`src/rtl/rr_dispatch_pkg.sv`:
```
// Shared types and helpers for the rr_arbiter grant dispatch stage.
package rr_dispatch_pkg;

  localparam int ERR_MULTI   = 0;
  localparam int ERR_STALL   = 1;
  localparam int MAX_CLIENTS = 1024;
  localparam int MAX_IDX_W   = 10;

  function automatic int IDX_W(input int n);
    return (n > 1) ? $clog2(n) : 1;
  endfunction

  // OR-reduce the set bit positions; exact for one-hot inputs
  function automatic logic [MAX_IDX_W-1:0] onehot2idx(input logic [MAX_CLIENTS-1:0] oh);
    logic [MAX_IDX_W-1:0] idx;
    idx = '0;
    for (int i = 0; i < MAX_CLIENTS; i++)
      if (oh[i]) idx |= MAX_IDX_W'(i);
    return idx;
  endfunction

  // Entry layout for the default 32-client, 32-bit configuration
  typedef struct packed {
    logic [IDX_W(32)-1:0] idx;
    logic [31:0]          data;
  } entry_t;

endpackage

```
`src/rtl/rr_dispatch_fifo.sv`:
```
// Generic synchronous FIFO of an arbitrary packed type; storage cleared on reset.
module rr_dispatch_fifo #(
  parameter type T     = logic [7:0],
  parameter int  DEPTH = 4,
  localparam int PW    = $clog2(DEPTH),
  localparam int CW    = PW + 1
) (
  input  logic          clock,
  input  logic          reset,
  input  logic          push,
  input  T              din,
  input  logic          pop,
  output T              dout,
  output logic          full,
  output logic          empty,
  output logic [CW-1:0] count
);

  T            mem [DEPTH];
  logic [PW-1:0] wr_ptr, rd_ptr;
  logic        do_push, do_pop;

  assign full    = (count == CW'(DEPTH));
  assign empty   = (count == '0);
  assign do_push = push && !full;
  assign do_pop  = pop && !empty;
  assign dout    = mem[rd_ptr];

  always_ff @(posedge clock) begin
    if (reset) begin
      wr_ptr <= '0;
      rd_ptr <= '0;
      count  <= '0;
      for (int i = 0; i < DEPTH; i++) mem[i] <= '0;
    end else begin
      if (do_push) begin
        mem[wr_ptr] <= din;
        wr_ptr      <= wr_ptr + 1'b1;
      end
      if (do_pop) rd_ptr <= rd_ptr + 1'b1;
      case ({do_push, do_pop})
        2'b10:   count <= count + CW'(1);
        2'b01:   count <= count - CW'(1);
        default: count <= count;
      endcase
    end
  end

endmodule

```
`src/rtl/rr_grant_dispatch.sv`:
```
// Encodes rr_arbiter's one-hot grant, queues {index, payload}, backpressures via stall.
// Optional same-cycle bypass when empty: RR_GRANT_DISPATCH_BYPASS_EN.
module rr_grant_dispatch
  import rr_dispatch_pkg::*;
#(
  parameter int CLIENTS = 32,
  parameter int DATA_W  = 32,
  parameter int DEPTH   = 4
) (
  input  logic                        clock,
  input  logic                        reset,
  input  logic [CLIENTS-1:0]          grant,
  input  logic [CLIENTS*DATA_W-1:0]   req_data,
  output logic                        stall,
  output logic                        out_valid,
  input  logic                        out_ready,
  output logic [IDX_W(CLIENTS)-1:0]   out_index,
  output logic [DATA_W-1:0]           out_data,
  output logic [1:0]                  err
);

  localparam int IW = IDX_W(CLIENTS);
  localparam int CW = $clog2(DEPTH) + 1;

  typedef struct packed {
    logic [IW-1:0]     idx;
    logic [DATA_W-1:0] data;
  } ent_t;

  logic          legal, multi, push, pop, byp;
  logic          fifo_full, fifo_empty;
  logic [CW-1:0] fifo_count;
  ent_t          wr_ent, head, out_ent;

  assign legal       = $onehot(grant);
  assign multi       = (grant != '0) && !legal;
  assign wr_ent.idx  = IW'(onehot2idx(MAX_CLIENTS'(grant)));
  assign wr_ent.data = req_data[wr_ent.idx*DATA_W +: DATA_W];

  // Registered occupancy only, so stall has no path from grant or out_ready
  assign stall = (fifo_count == CW'(DEPTH));

`ifdef RR_GRANT_DISPATCH_BYPASS_EN
  assign byp = fifo_empty && out_ready && legal;
`else
  assign byp = 1'b0;
`endif

  assign push      = legal && !fifo_full && !byp;
  assign pop       = !fifo_empty && out_ready;
  assign out_ent   = byp ? wr_ent : head;
  assign out_valid = !fifo_empty || byp;
  assign out_index = out_ent.idx;
  assign out_data  = out_ent.data;

  always_ff @(posedge clock) begin
    if (reset) begin
      err <= '0;
    end else begin
      if (multi)                   err[ERR_MULTI] <= 1'b1;
      if ((grant != '0) && stall)  err[ERR_STALL] <= 1'b1;
    end
  end

  rr_dispatch_fifo #(.T(ent_t), .DEPTH(DEPTH)) u_fifo (
    .clock (clock),
    .reset (reset),
    .push  (push),
    .din   (wr_ent),
    .pop   (pop),
    .dout  (head),
    .full  (fifo_full),
    .empty (fifo_empty),
    .count (fifo_count)
  );

endmodule
```
`config.mk`:
```
export PLATFORM = sky130hd
export DESIGN_NAME = rr_grant_dispatch
export DESIGN_NICKNAME = d
export VERILOG_FILES = /design/src/rtl/rr_dispatch_pkg.sv /design/src/rtl/rr_dispatch_fifo.sv /design/src/rtl/rr_grant_dispatch.sv
export SDC_FILE = /design/constraint.sdc
export NUM_CORES = 1
export LEC_CHECK = 0
export ABC_AREA = 1
export CAP_MARGIN = 5
export CORE_AREA = 2 2 427 429
export DETAILED_ROUTE_END_ITERATION = 10
export DIE_AREA = 0 0 429 431
export GPL_ROUTABILITY_DRIVEN = 0
export PLACE_DENSITY_LB_ADDON = 0.2
export RECOVER_POWER = 100
export SETUP_SLACK_MARGIN = 0.15
export SYNTH_ARGS = -nofsm -noshare
export SYNTH_HDL_FRONTEND = slang
export SYNTH_SLANG_ARGS = --single-unit
```
`constraint.sdc`:
```
create_clock -name clock -period 28.6 [get_ports clock]
set_clock_uncertainty 0.1 [all_clocks]
set_input_delay 5.72 -clock clock [delete_from_list [all_inputs] [get_ports clock]]
set_output_delay 5.72 -clock clock [all_outputs]
set_load 0.005 [all_outputs]
```
==> results by group <==
Run status
  • Status: finished with violations
  • Failing checks: capacitance limit, slew limit

Logic synthesis
  • Post-Syn Instances: 2,988
  • Top cells by area, synth: nand3_1, edfxtp_1, nand2_1
  • Post-synth top flop: edfxtp_1
  • Yosys cell types: 27
  • Mapped Nets: between 4,000 and 5,000
  • Syn_area_per_cell: between 6 and 7 um2
  • Post-synthesis register bit count: 159
  • Seq/Total Area, Yosys: 0.256
  • YS warnings: 0
  • Area share of the largest cell type after synthesis: 0.396
  • Area leader, netlist: nand3_1
  • Most instantiated cells after synthesis: nand3_1, nand2_1, buf_2
  • Post-synth EDFFs: approximately 150
  • Async S/R FF share, synth: 0
  • Syn Std Cell Area: about 18,000 um2
  • Most frequent cell after synthesis: nand3_1

Power
  • Combinational fraction of design power: 0.540
  • Net Sw Power: approximately 0.00047 W
  • Register share of total power: 0.258
  • Int Power: about 0.0007 W
  • Pleak: between 10 and 15 nW
  • Switch share: 0.403
  • Peak VDD IR: around 28 uV
  • Clk network pwr share: 0.202
  • Pwr/cell area: about 37 nW/um2
  • Power, Total: roughly 0.0012 W

Finish
  • Share of layout cells above drive strength 1: 0.0207
  • Synthesis-to-layout area growth: 74.4%
  • Core Util, Final: 0.177
  • # fillers: between 20,000 and 25,000
  • Reg area: 4670 um2
  • Nets: approximately 4,900
  • Multi-input logic area: 11,900 um2

CTS
  • Sink Count: approximately 160
  • Setup Fix Bufs, Post-CTS: 0
  • Hold bufs inserted after CTS: 0
  • Clock-pin slew on the worst setup and hold paths: approximately 0.080 ns
  • Post-CTS Resized: 0
  • Clk_lat worst skew: 0.45 ns
  • CTS max path bufs: 2
  • Clock root buffer: clkbuf_16
  • CTS tree: built
  • H-tree Lvls: 4
  • TritonCTS Buffers: 17

Setup path
  • CP max FO: 38
  • Largest stage delay, worst path: 1.73 ns
  • Buf/Inv on CP: 8
  • Critical path cell sequence: dlygate4sd3_1 > inv_1 > fa_1 > inv_1 > fa_1 > fa_1 > fa_1 > fa_1 > inv_1 > fa_1 > inv_1 > ha_1 > fa_1 > nor2_1 > o21ai_0 > nor2_1 > nand2_1 > nor2_1 > nand2_1 > inv_1 > nand3_1 > clkbuf_1 > nand2_1 > clkbuf_1
  • Critical Path RT: 28.40 ns
  • Most Frequent Cell on Critical Path: fa_1
  • Worst Setup End Kind: flip-flop
  • CP max-delay cell: clkbuf_1
  • Kind of critical path: input port to flip-flop
  • Critical Path AT: 15.23 ns
  • Startpoint Class: input port
  • CP top delay family: buffers and inverters

Routing
  • TritonRoute pass-1 iters: 5
  • DR top layer: met5
  • WL met2: 95.2 mm
  • Met3 Wirelength: roughly 11 mm
  • Detailed Route WL: around 180 mm
  • Vias per cell: around 4.2
  • Final ANT Viol Nets: 0
  • Met1 WL: 71.3 mm
  • Post-DR wirelength/cell: 29.2 um
  • # DRC: 0
  • Total vias in the final route: roughly 26,000
  • Initial drt markers: ~1,800

Place
  • Dpl ws: 14.67 ns
  • Number of port buffers: approximately 1,100
  • Detailed placer's ending HPWL: between 100 and 150 mm

Global route
  • GRT Total Usage: 0.188
  • First-pass GRT wire length: between 200 and 250 mm
  • Largest net degree at the start of global routing: ~150
  • Initial antenna violation count: just under 90
  • Grt total ovfl: 0
  • Vias in the first global route: between 20,000 and 30,000

Timing
  • Fin Setup TNS: 0 ns
  • F_max: around 0.065 GHz
  • Hold Vio Cnt, Final: 0
  • RSZ-0062 raised after global routing: false
  • Final-report max-slew violation count: slightly above 300
  • Final worst-path cycle share: 0.540
  • Fin Hold WS: ~0.35 ns
  • Setup ws final: between 10 and 15 ns
  • Relative slew slack: -1.22
  • Final Critical Period: between 15 and 20 ns
  • Worst Tran Pin Value: about 3.3 ns
  • Final Setup Violations: 0

Die
  • Die Width: 429 um
  • Number of top-level pins: approximately 1,100
  • Core area: ~180,000 um2
  • FP Rows: 156
  • Die Footprint: 185,000 um2
  • Die span in y: 431 um
  • Initial Util: 0.101

Flow run
  • Max-cap violations: 9

Worst hold path
  • HP Class: flip-flop to flip-flop
==> sequential cells by signal (all words and copies together), names as in the netlist, named ones only <==
register / flops
u_fifo.count: 3
u_fifo.mem: 148
u_fifo.rd_ptr: 2
u_fifo.wr_ptr: 2
err: 2
==> worst paths after layout <==
kind / from / endpoint / slack (ns) / cells after the start
min: u_fifo.rd_ptr[1] / u_fifo.rd_ptr[1] / 0.35 / 1
max: grant[7] / u_fifo.mem[2][20] / 13.17 / 24
min reg2reg: u_fifo.rd_ptr[1] / u_fifo.rd_ptr[1] / 0.35 / 1
max reg2reg: u_fifo.count[2] / u_fifo.mem[2][20] / 22.54 / 10
==> cell usage in the layout (no fill, tap or decap), drive strengths merged <==
| cell type | synthesis | routed |
|---|---|---|
| a21boi | 1 | 1 |
| edfxtp | 148 | 148 |
| dfxtp | 11 | 11 |
| bufinv | 0 | 2 |
| clkbuf | 64 | 26 |
| inv | 72 | 77 |
| diode | 0 | 19 |
| o21ai | 81 | 81 |
| clkdlybuf4s50 | 0 | 1059 |
| nor3 | 10 | 10 |
| fa | 25 | 25 |
| a21oi | 102 | 102 |
| dlygate4sd3 | 0 | 40 |
| buf | 241 | 34 |
| clkinvlp | 0 | 3 |
| nor2 | 128 | 128 |
| o31ai | 1 | 1 |
| nand4 | 4 | 4 |
| nand3b | 1 | 1 |
| ha | 8 | 8 |
| o22ai | 37 | 37 |
| nand3 | 1446 | 1446 |
| nor4 | 1 | 1 |
| clkinv | 0 | 5 |
| nand2 | 607 | 607 |
==> power by group through the flow <==
stage | sequential (W) | clock (W) | combinational [W]
global route | 0.000304 | 0.000245 | 0.000690
detailed placement | 0.000305 | 0 | 0.000666
floorplan | 0.000302 | 0 | 0.000241
CTS | 0.000300 | 0.000238 | 0.000667
global placement | 0.000306 | 0 | 0.000667
finish | 0.000301 | 0.000235 | 0.000629
==> cell type report <==
cell class | count | area share
clock inverters | 15 | 0.00503
repair buffers | 1142 | 0.357
flip-flops and latches | 159 | 0.147
clock buffers | 17 | 0.0134
inverters | 72 | 0.00872
diodes | 19 | 0.00149
well taps | 2370 | 0.0931
multi-input cells | 2452 | 0.375
==> metal layers <==
layer  track usage  vias up
met5             0        -
met4        0.0444       42
met3        0.0337      180
met2         0.353      997
met1         0.219    12700
li1              -    12200
==> worst register-to-register path, stage by stage, from the launching register on <==
cell and delay (ns):
dfxtp_1 0.31, inv_1 0.07, nor3_1 0.15, clkbuf_1 0.26, nor2_1 0.14, nand2_1 0.40
inv_1 0.16, nand3_1 0.10, clkbuf_1 1.73, nand2_1 1.11, clkbuf_1 0.96
==> stage by stage <==
stage / std cells / instance area [um2]
final: 6246 / 31800
after global routing: 6236 / 31800
after CTS: 6227 / 31800
after detailed placement: 6195 / 31300
after global placement: 6195 / 31300
after floorplan: 2988 / 18300
==> logic make-up after synthesis <==
kind of cell / Yosys count / share of synthesized area
fa+ha+maj: 33 / 0.0329
compound gates: 222 / 0.0637
simple gates: 2197 / 0.554
buf+inv: 377 / 0.0937
flops: 159 / 0.256
No activity file was read; power rests on OpenSTA's default activity.
